<file path="src/rtl/ex_stage_pkg.sv">
// Shared execute-stage definitions: ALU operation/class codes, datapath widths
// and the divider state encoding.
package ex_stage_pkg;

  localparam int ALUOpWidth   = 8;
  localparam int ALUSelWidth  = 3;
  localparam int RegWidth     = 32;
  localparam int RegAddrWidth = 5;

  localparam logic [ALUSelWidth-1:0] ALU_SEL_NOP        = 3'd0;
  localparam logic [ALUSelWidth-1:0] ALU_SEL_LOGIC      = 3'd1;
  localparam logic [ALUSelWidth-1:0] ALU_SEL_SHIFT      = 3'd2;
  localparam logic [ALUSelWidth-1:0] ALU_SEL_ARITHMETIC = 3'd3;

  localparam logic [ALUOpWidth-1:0] ALU_NOP    = 8'h00;
  localparam logic [ALUOpWidth-1:0] ALU_AND    = 8'h01;
  localparam logic [ALUOpWidth-1:0] ALU_OR     = 8'h02;
  localparam logic [ALUOpWidth-1:0] ALU_XOR    = 8'h03;
  localparam logic [ALUOpWidth-1:0] ALU_NOR    = 8'h04;
  localparam logic [ALUOpWidth-1:0] ALU_ANDI   = 8'h05;
  localparam logic [ALUOpWidth-1:0] ALU_ORI    = 8'h06;
  localparam logic [ALUOpWidth-1:0] ALU_XORI   = 8'h07;
  localparam logic [ALUOpWidth-1:0] ALU_SLLW   = 8'h08;
  localparam logic [ALUOpWidth-1:0] ALU_SRLW   = 8'h09;
  localparam logic [ALUOpWidth-1:0] ALU_SRAW   = 8'h0A;
  localparam logic [ALUOpWidth-1:0] ALU_SLLIW  = 8'h0B;
  localparam logic [ALUOpWidth-1:0] ALU_SRLIW  = 8'h0C;
  localparam logic [ALUOpWidth-1:0] ALU_SRAIW  = 8'h0D;
  localparam logic [ALUOpWidth-1:0] ALU_ADDW   = 8'h10;
  localparam logic [ALUOpWidth-1:0] ALU_ADDIW  = 8'h11;
  localparam logic [ALUOpWidth-1:0] ALU_SUBW   = 8'h12;
  localparam logic [ALUOpWidth-1:0] ALU_SLT    = 8'h13;
  localparam logic [ALUOpWidth-1:0] ALU_SLTI   = 8'h14;
  localparam logic [ALUOpWidth-1:0] ALU_SLTU   = 8'h15;
  localparam logic [ALUOpWidth-1:0] ALU_SLTUI  = 8'h16;
  localparam logic [ALUOpWidth-1:0] ALU_MULW   = 8'h17;
  localparam logic [ALUOpWidth-1:0] ALU_MULHW  = 8'h18;
  localparam logic [ALUOpWidth-1:0] ALU_MULHWU = 8'h19;
  localparam logic [ALUOpWidth-1:0] ALU_DIVW   = 8'h1A;
  localparam logic [ALUOpWidth-1:0] ALU_MODW   = 8'h1B;
  localparam logic [ALUOpWidth-1:0] ALU_DIVWU  = 8'h1C;
  localparam logic [ALUOpWidth-1:0] ALU_MODWU  = 8'h1D;

  typedef enum logic [1:0] {
    DIV_IDLE = 2'd0,
    DIV_BUSY = 2'd1,
    DIV_DONE = 2'd2
  } div_state_e;

endpackage

</file>
<file path="src/rtl/ex_stage_div_iter.sv">
// Iterative radix-2 restoring divider: one quotient bit per cycle on magnitudes,
// with the sign fix-up applied on the registered result.
module div_iter
  import ex_stage_pkg::*;
#(
  parameter int DATA_W = 32
) (
  input  logic              clk,
  input  logic              rst,
  input  logic              start,
  input  logic              signed_op,
  input  logic              flush,
  input  logic [DATA_W-1:0] dividend,
  input  logic [DATA_W-1:0] divisor,
  output logic              busy,
  output logic              done,
  output logic [DATA_W-1:0] quotient,
  output logic [DATA_W-1:0] remainder
);

  localparam int CNT_W = $clog2(DATA_W);
  localparam logic [CNT_W-1:0] CNT_LAST = CNT_W'(DATA_W - 1);

  div_state_e        state_reg, state_next;
  logic [CNT_W-1:0]  cnt_reg, cnt_next;
  logic [DATA_W-1:0] q_reg, q_next;
  logic [DATA_W-1:0] r_reg, r_next;
  logic [DATA_W-1:0] d_reg, d_next;
  logic              neg_q_reg, neg_q_next;
  logic              neg_r_reg, neg_r_next;
  logic              dz_reg, dz_next;

  logic [DATA_W:0]   shifted;
  logic [DATA_W:0]   trial;

  // The partial remainder stays below the divisor, so one extra bit covers the shift.
  assign shifted = {r_reg, q_reg[DATA_W-1]};
  assign trial   = shifted - {1'b0, d_reg};

  always_ff @(posedge clk) begin
    if (!rst) begin
      state_reg <= DIV_IDLE;
      cnt_reg   <= '0;
      q_reg     <= '0;
      r_reg     <= '0;
      d_reg     <= '0;
      neg_q_reg <= 1'b0;
      neg_r_reg <= 1'b0;
      dz_reg    <= 1'b0;
    end else begin
      state_reg <= state_next;
      cnt_reg   <= cnt_next;
      q_reg     <= q_next;
      r_reg     <= r_next;
      d_reg     <= d_next;
      neg_q_reg <= neg_q_next;
      neg_r_reg <= neg_r_next;
      dz_reg    <= dz_next;
    end
  end

  always_comb begin
    state_next = state_reg;
    cnt_next   = cnt_reg;
    q_next     = q_reg;
    r_next     = r_reg;
    d_next     = d_reg;
    neg_q_next = neg_q_reg;
    neg_r_next = neg_r_reg;
    dz_next    = dz_reg;
    case (state_reg)
      DIV_IDLE: begin
        if (start && !flush) begin
          neg_q_next = signed_op & (dividend[DATA_W-1] ^ divisor[DATA_W-1]);
          neg_r_next = signed_op & dividend[DATA_W-1];
          cnt_next   = '0;
          if (divisor == '0) begin
            q_next     = '1;
            r_next     = dividend;
            d_next     = '0;
            dz_next    = 1'b1;
            state_next = DIV_DONE;
          end else begin
            q_next     = (signed_op && dividend[DATA_W-1]) ? -dividend : dividend;
            d_next     = (signed_op && divisor[DATA_W-1])  ? -divisor  : divisor;
            r_next     = '0;
            dz_next    = 1'b0;
            state_next = DIV_BUSY;
          end
        end
      end
      DIV_BUSY: begin
        if (!trial[DATA_W]) begin
          r_next = trial[DATA_W-1:0];
          q_next = {q_reg[DATA_W-2:0], 1'b1};
        end else begin
          r_next = shifted[DATA_W-1:0];
          q_next = {q_reg[DATA_W-2:0], 1'b0};
        end
        cnt_next = cnt_reg + 1'b1;
        if (cnt_reg == CNT_LAST) begin
          state_next = DIV_DONE;
        end
      end
      DIV_DONE: state_next = DIV_IDLE;
      default:  state_next = DIV_IDLE;
    endcase
    if (flush) begin
      state_next = DIV_IDLE;
    end
  end

  assign busy      = (state_reg == DIV_BUSY);
  assign done      = (state_reg == DIV_DONE);
  assign quotient  = (neg_q_reg && !dz_reg) ? -q_reg : q_reg;
  assign remainder = (neg_r_reg && !dz_reg) ? -r_reg : r_reg;

endmodule

</file>
<file path="src/rtl/ex_stage.sv">
// Execute stage: single-cycle logic/shift/arithmetic/multiply results, the
// iterative divider, and the write-back/forwarding triple with stall request.
module ex_stage
  import ex_stage_pkg::*;
#(
  parameter int DATA_W   = 32,
  parameter int ALUOP_W  = 8,
  parameter int ALUSEL_W = 3
) (
  input  logic                clk,
  input  logic                rst,
  input  logic                flush_i,
  input  logic [ALUOP_W-1:0]  aluop_i,
  input  logic [ALUSEL_W-1:0] alusel_i,
  input  logic [DATA_W-1:0]   reg1_i,
  input  logic [DATA_W-1:0]   reg2_i,
  input  logic [4:0]          reg_write_addr_i,
  input  logic                reg_write_en_i,
  output logic                reg_write_en_o,
  output logic [4:0]          reg_write_addr_o,
  output logic [DATA_W-1:0]   reg_write_data_o,
  output logic                pause_ex
);

  logic [4:0]          shamt;
  logic [2*DATA_W-1:0] prod_u;
  logic [DATA_W-1:0]   mulh_s;
  logic                is_arith, is_div, is_mod, div_signed;
  logic                div_busy, div_done;
  logic [DATA_W-1:0]   div_q, div_r;
  logic [DATA_W-1:0]   alu_data;
  logic                pause_core;

  assign shamt  = reg2_i[4:0];
  assign prod_u = {{DATA_W{1'b0}}, reg1_i} * {{DATA_W{1'b0}}, reg2_i};
  // Signed high half derived from the unsigned product by subtracting the
  // contribution of each operand's sign bit.
  assign mulh_s = prod_u[2*DATA_W-1:DATA_W]
                - (reg1_i[DATA_W-1] ? reg2_i : '0)
                - (reg2_i[DATA_W-1] ? reg1_i : '0);

  assign is_arith   = (alusel_i == ALUSEL_W'(ALU_SEL_ARITHMETIC));
  assign is_mod     = (aluop_i == ALUOP_W'(ALU_MODW)) || (aluop_i == ALUOP_W'(ALU_MODWU));
  assign div_signed = (aluop_i == ALUOP_W'(ALU_DIVW)) || (aluop_i == ALUOP_W'(ALU_MODW));
  assign is_div     = is_arith && (div_signed || is_mod || (aluop_i == ALUOP_W'(ALU_DIVWU)));

  div_iter #(.DATA_W(DATA_W)) u_div (
    .clk       (clk),
    .rst       (rst),
    .start     (is_div),
    .signed_op (div_signed),
    .flush     (flush_i),
    .dividend  (reg1_i),
    .divisor   (reg2_i),
    .busy      (div_busy),
    .done      (div_done),
    .quotient  (div_q),
    .remainder (div_r)
  );

  always_comb begin
    alu_data = '0;
    case (alusel_i)
      ALUSEL_W'(ALU_SEL_LOGIC): begin
        case (aluop_i)
          ALUOP_W'(ALU_AND), ALUOP_W'(ALU_ANDI): alu_data = reg1_i & reg2_i;
          ALUOP_W'(ALU_OR),  ALUOP_W'(ALU_ORI):  alu_data = reg1_i | reg2_i;
          ALUOP_W'(ALU_XOR), ALUOP_W'(ALU_XORI): alu_data = reg1_i ^ reg2_i;
          ALUOP_W'(ALU_NOR):                     alu_data = ~(reg1_i | reg2_i);
          default:                               alu_data = '0;
        endcase
      end
      ALUSEL_W'(ALU_SEL_SHIFT): begin
        case (aluop_i)
          ALUOP_W'(ALU_SLLW), ALUOP_W'(ALU_SLLIW): alu_data = reg1_i << shamt;
          ALUOP_W'(ALU_SRLW), ALUOP_W'(ALU_SRLIW): alu_data = reg1_i >> shamt;
          ALUOP_W'(ALU_SRAW), ALUOP_W'(ALU_SRAIW): alu_data = $unsigned($signed(reg1_i) >>> shamt);
          default:                                 alu_data = '0;
        endcase
      end
      ALUSEL_W'(ALU_SEL_ARITHMETIC): begin
        case (aluop_i)
          ALUOP_W'(ALU_ADDW), ALUOP_W'(ALU_ADDIW): alu_data = reg1_i + reg2_i;
          ALUOP_W'(ALU_SUBW):                      alu_data = reg1_i - reg2_i;
          ALUOP_W'(ALU_SLT), ALUOP_W'(ALU_SLTI):
            alu_data = {{(DATA_W-1){1'b0}}, ($signed(reg1_i) < $signed(reg2_i))};
          ALUOP_W'(ALU_SLTU), ALUOP_W'(ALU_SLTUI):
            alu_data = {{(DATA_W-1){1'b0}}, (reg1_i < reg2_i)};
          ALUOP_W'(ALU_MULW):   alu_data = prod_u[DATA_W-1:0];
          ALUOP_W'(ALU_MULHW):  alu_data = mulh_s;
          ALUOP_W'(ALU_MULHWU): alu_data = prod_u[2*DATA_W-1:DATA_W];
          ALUOP_W'(ALU_DIVW), ALUOP_W'(ALU_DIVWU),
          ALUOP_W'(ALU_MODW), ALUOP_W'(ALU_MODWU):
            alu_data = div_done ? (is_mod ? div_r : div_q) : '0;
          default: alu_data = '0;
        endcase
      end
      default: alu_data = '0;
    endcase
  end

  // A division stalls from its first cycle in IDLE until DONE, unless killed.
  assign pause_core = !flush_i && (div_busy || (is_div && !div_done));

  assign pause_ex         = rst & pause_core;
  assign reg_write_en_o   = rst & reg_write_en_i & ~flush_i & ~pause_core;
  assign reg_write_addr_o = rst ? reg_write_addr_i : 5'd0;
  assign reg_write_data_o = rst ? alu_data : '0;

endmodule

</file>
<file path="config.mk">
export PLATFORM = sky130hd
export DESIGN_NAME = ex_stage
export DESIGN_NICKNAME = d
export VERILOG_FILES = /design/src/rtl/ex_stage_pkg.sv /design/src/rtl/ex_stage_div_iter.sv /design/src/rtl/ex_stage.sv
export SDC_FILE = /design/constraint.sdc
export NUM_CORES = 2
export LEC_CHECK = 0
export ABC_AREA = 1
export BUFFER_PORTS_ARGS = -buffer_cell sky130_fd_sc_hd__buf_4
export CAP_MARGIN = 25
export CORE_ASPECT_RATIO = 1.25
export CORE_UTILIZATION = 50
export DETAILED_ROUTE_END_ITERATION = 10
export PLACE_DENSITY = 0.68
export SYNTH_ARGS = -nofsm -noshare
export SYNTH_HDL_FRONTEND = slang
export SYNTH_SLANG_ARGS = --single-unit
export TNS_END_PERCENT = 10
</file>
<file path="constraint.sdc">
create_clock -name clk -period 9.6 [get_ports clk]
set_input_delay 0.48 -clock clk [delete_from_list [all_inputs] [get_ports clk]]
set_output_delay 0.48 -clock clk [all_outputs]
set_load 0.02 [all_outputs]
</file>
==> run metrics <==
Synth Flop Type dfxtp_1; unrepaired setup endpoints after global routing true; row count 138; Max-slew headroom 24.6%; Overall Global Routing Usage 47.5%; pin count of the biggest net entering global routing 73; Syn Area/Cell 6.71 µm²; max-slew violations 0; CTS Buf Count 9; Seq/Total Area, Yosys 3.71%; cell area after synthesis 57,200 µm²; # DRC 0; status finished with violations; failing checks negative setup slack; maximum clock frequency 97.9 MHz; FILL cells 10,500; DIE WIDTH 305 µm; ANT nets after route 0; Cells after DPL 10,600; Overflow after GRT 0; max_cap viols 0; Critical Path Start Type primary input; Final WS setup -0.611 ns; Routed WL per cell 26.0 µm; setup violators final 29; pre-CTS WS -1.35 ns; Worst Path Class, Setup primary input to output pin; Nets 10,700; Die H 380 µm; critical path arrival 9.73 ns; Final Hold Viols 0; Syn Nets 9,976; dominant cells by area after synthesis fa_1, inv_1, nand2_1; Starting Density 50.5%; Sink Count 106; initial antenna violation count 11; worst-skew pair later-pin latency 0.38 ns; count of cell types in the netlist 77; CTS H-Tree Depth 3; Die Area 116,000 µm²; hpwl dp 232 mm; min Tclk post-route 10.21 ns; core area 113,000 µm²; average via count per standard cell 5.78; Final Cycle Share 106%; Port Buffers 122; Root Driver clkbuf_16; number of synthesized register bits 106; Synth area leader fa_1; routed wire length 279 mm; first-pass GRT wire length 402 mm; count leader, synth inv_1; Post-synth top cells inv_1, nand2_1, fa_1, a21oi_1, nor2_1; Post-synth ARST share 0%; CP peak stage delay 0.61 ns; clk buf depth 2; critical path capture point type output pin; routability congestion estimate 1.13; number of global-route vias before repair 62,100; CP Max Fanout 5; CP max-delay cell fa_2; Setup Skew 0.0145 ns; router iterations before antenna repair 7; yosys warns 0; TritonCTS clock tree built; Iter 0 DRT Violations 6,641; vias post-DR 62,000; Worst Tran Pin Value 1.13 ns; non-filler cells, final 10,700; # IOs 123; number of flops mapped to enable cells by yosys 0; Sum Neg Setup Slack -11.23 ns; Hold WC Path Type primary input to flop; cell count after synthesis 8,531; clock slew at reported path FFs 0.07 ns; Worst EP required 9.12 ns; layout cells sized above 1 19.2%; area delta synth->final 22.1%; share of the synthesized area in the top cell type 32.5%
## metrics by stage
step	util (%)	hold WS (ns)	cell area, µm²
after CTS	60.0	0.445	68100
final	61.6	0.452	69900
after global placement	57.9	0.454	65600
after global routing	61.6	0.462	69900
after floorplan	-	0.441	57300
after detailed placement	57.9	0.459	65600
## path summary, 6_finish.rpt
check / from / endpoint / slack (ns) / depth (start not counted)
worst max register to register: u_div.q_reg[31] / u_div.r_reg[27] / 5.94 / 16
worst min-delay path: flush_i / u_div.state_reg[0] / 0.45 / 3
worst max-delay path: reg1_i[18] / reg_write_data_o[30] / -0.61 / 44
worst min register to register: u_div.d_reg[31] / u_div.d_reg[31] / 0.47 / 2
## cell usage in the layout (no fill, tap or decap), types with 31 or more instances in the layout
| cell | Yosys | final |
|---|---|---|
| nor3_1 | 50 | 41 |
| nor2_1 | 504 | 430 |
| nand2_1 | 2027 | 1942 |
| nand2_2 | 11 | 78 |
| dfxtp_1 | 106 | 106 |
| xor2_1 | 86 | 80 |
| a21oi_2 | 12 | 66 |
| buf_6 | 3 | 55 |
| a21oi_1 | 538 | 462 |
| inv_2 | 25 | 76 |
| ha_1 | 432 | 375 |
| buf_4 | 6 | 981 |
| or2_2 | 44 | 40 |
| nor2_4 | 6 | 38 |
| nand4_1 | 51 | 51 |
| buf_12 | 0 | 52 |
| o22ai_1 | 32 | 31 |
| nand3_1 | 289 | 265 |
| fa_2 | 0 | 48 |
| nor2_2 | 18 | 60 |
| ha_4 | 0 | 50 |
| inv_1 | 2063 | 2011 |
| a31oi_1 | 43 | 39 |
| o21ai_0 | 450 | 398 |
| a221oi_1 | 43 | 40 |
| fa_1 | 929 | 881 |
| o21ai_1 | 22 | 48 |
## per-layer routing
layer / vias up / share of wire, % / GRT usage (%)
li1: 27300 / - / -
met4: 4 / 11 / 41.6
met2: 3641 / 44 / 75.0
met3: 1108 / 9.9 / 7.85
met1: 29900 / 35 / 56.1
met5: - / 0.0090 / 0
## worst max-delay path: cells and delay by family
family / cells / cell delay (ns)
buf+inv: 15 / 1.65
compound gates: 1 / 0.07
simple gates: 17 / 2.35
fa+ha+maj: 11 / 5.18
## timing repair
action,in CTS,in global routing
gates resized for setup,418,379
pin swaps,146,258
setup buffers,46,35
hold buffers,0,0
gates cloned,4,3
setup endpoints to repair,30,30
## cell families after synthesis
kind of cell | synth area share [%]
AND/OR/NAND/NOR | 22.3
buffers and inverters | 16.6
adder cells (fa/ha/maj) | 41.9
AO/OA/AOI/OAI | 13.5
XOR/XNOR | 1.64
flip-flops | 3.71
multiplexers | 0.262
## final cells by class
cell class              count  area, µm²  share of cell area, %
multi-input cells        5920      48100                   68.8
repair buffers           1120       9660                   13.8
inverters                2096       7880                   11.3
flip-flops and latches    106       2120                   3.04
well taps                1470       1840                   2.63
clock buffers              11        243                  0.347
clock inverters             5       77.6                  0.111
diodes                      5       12.5                 0.0179
Power is not shown: default switching activity piles up to over one toggle a cycle in this logic, so the estimate is an artifact.
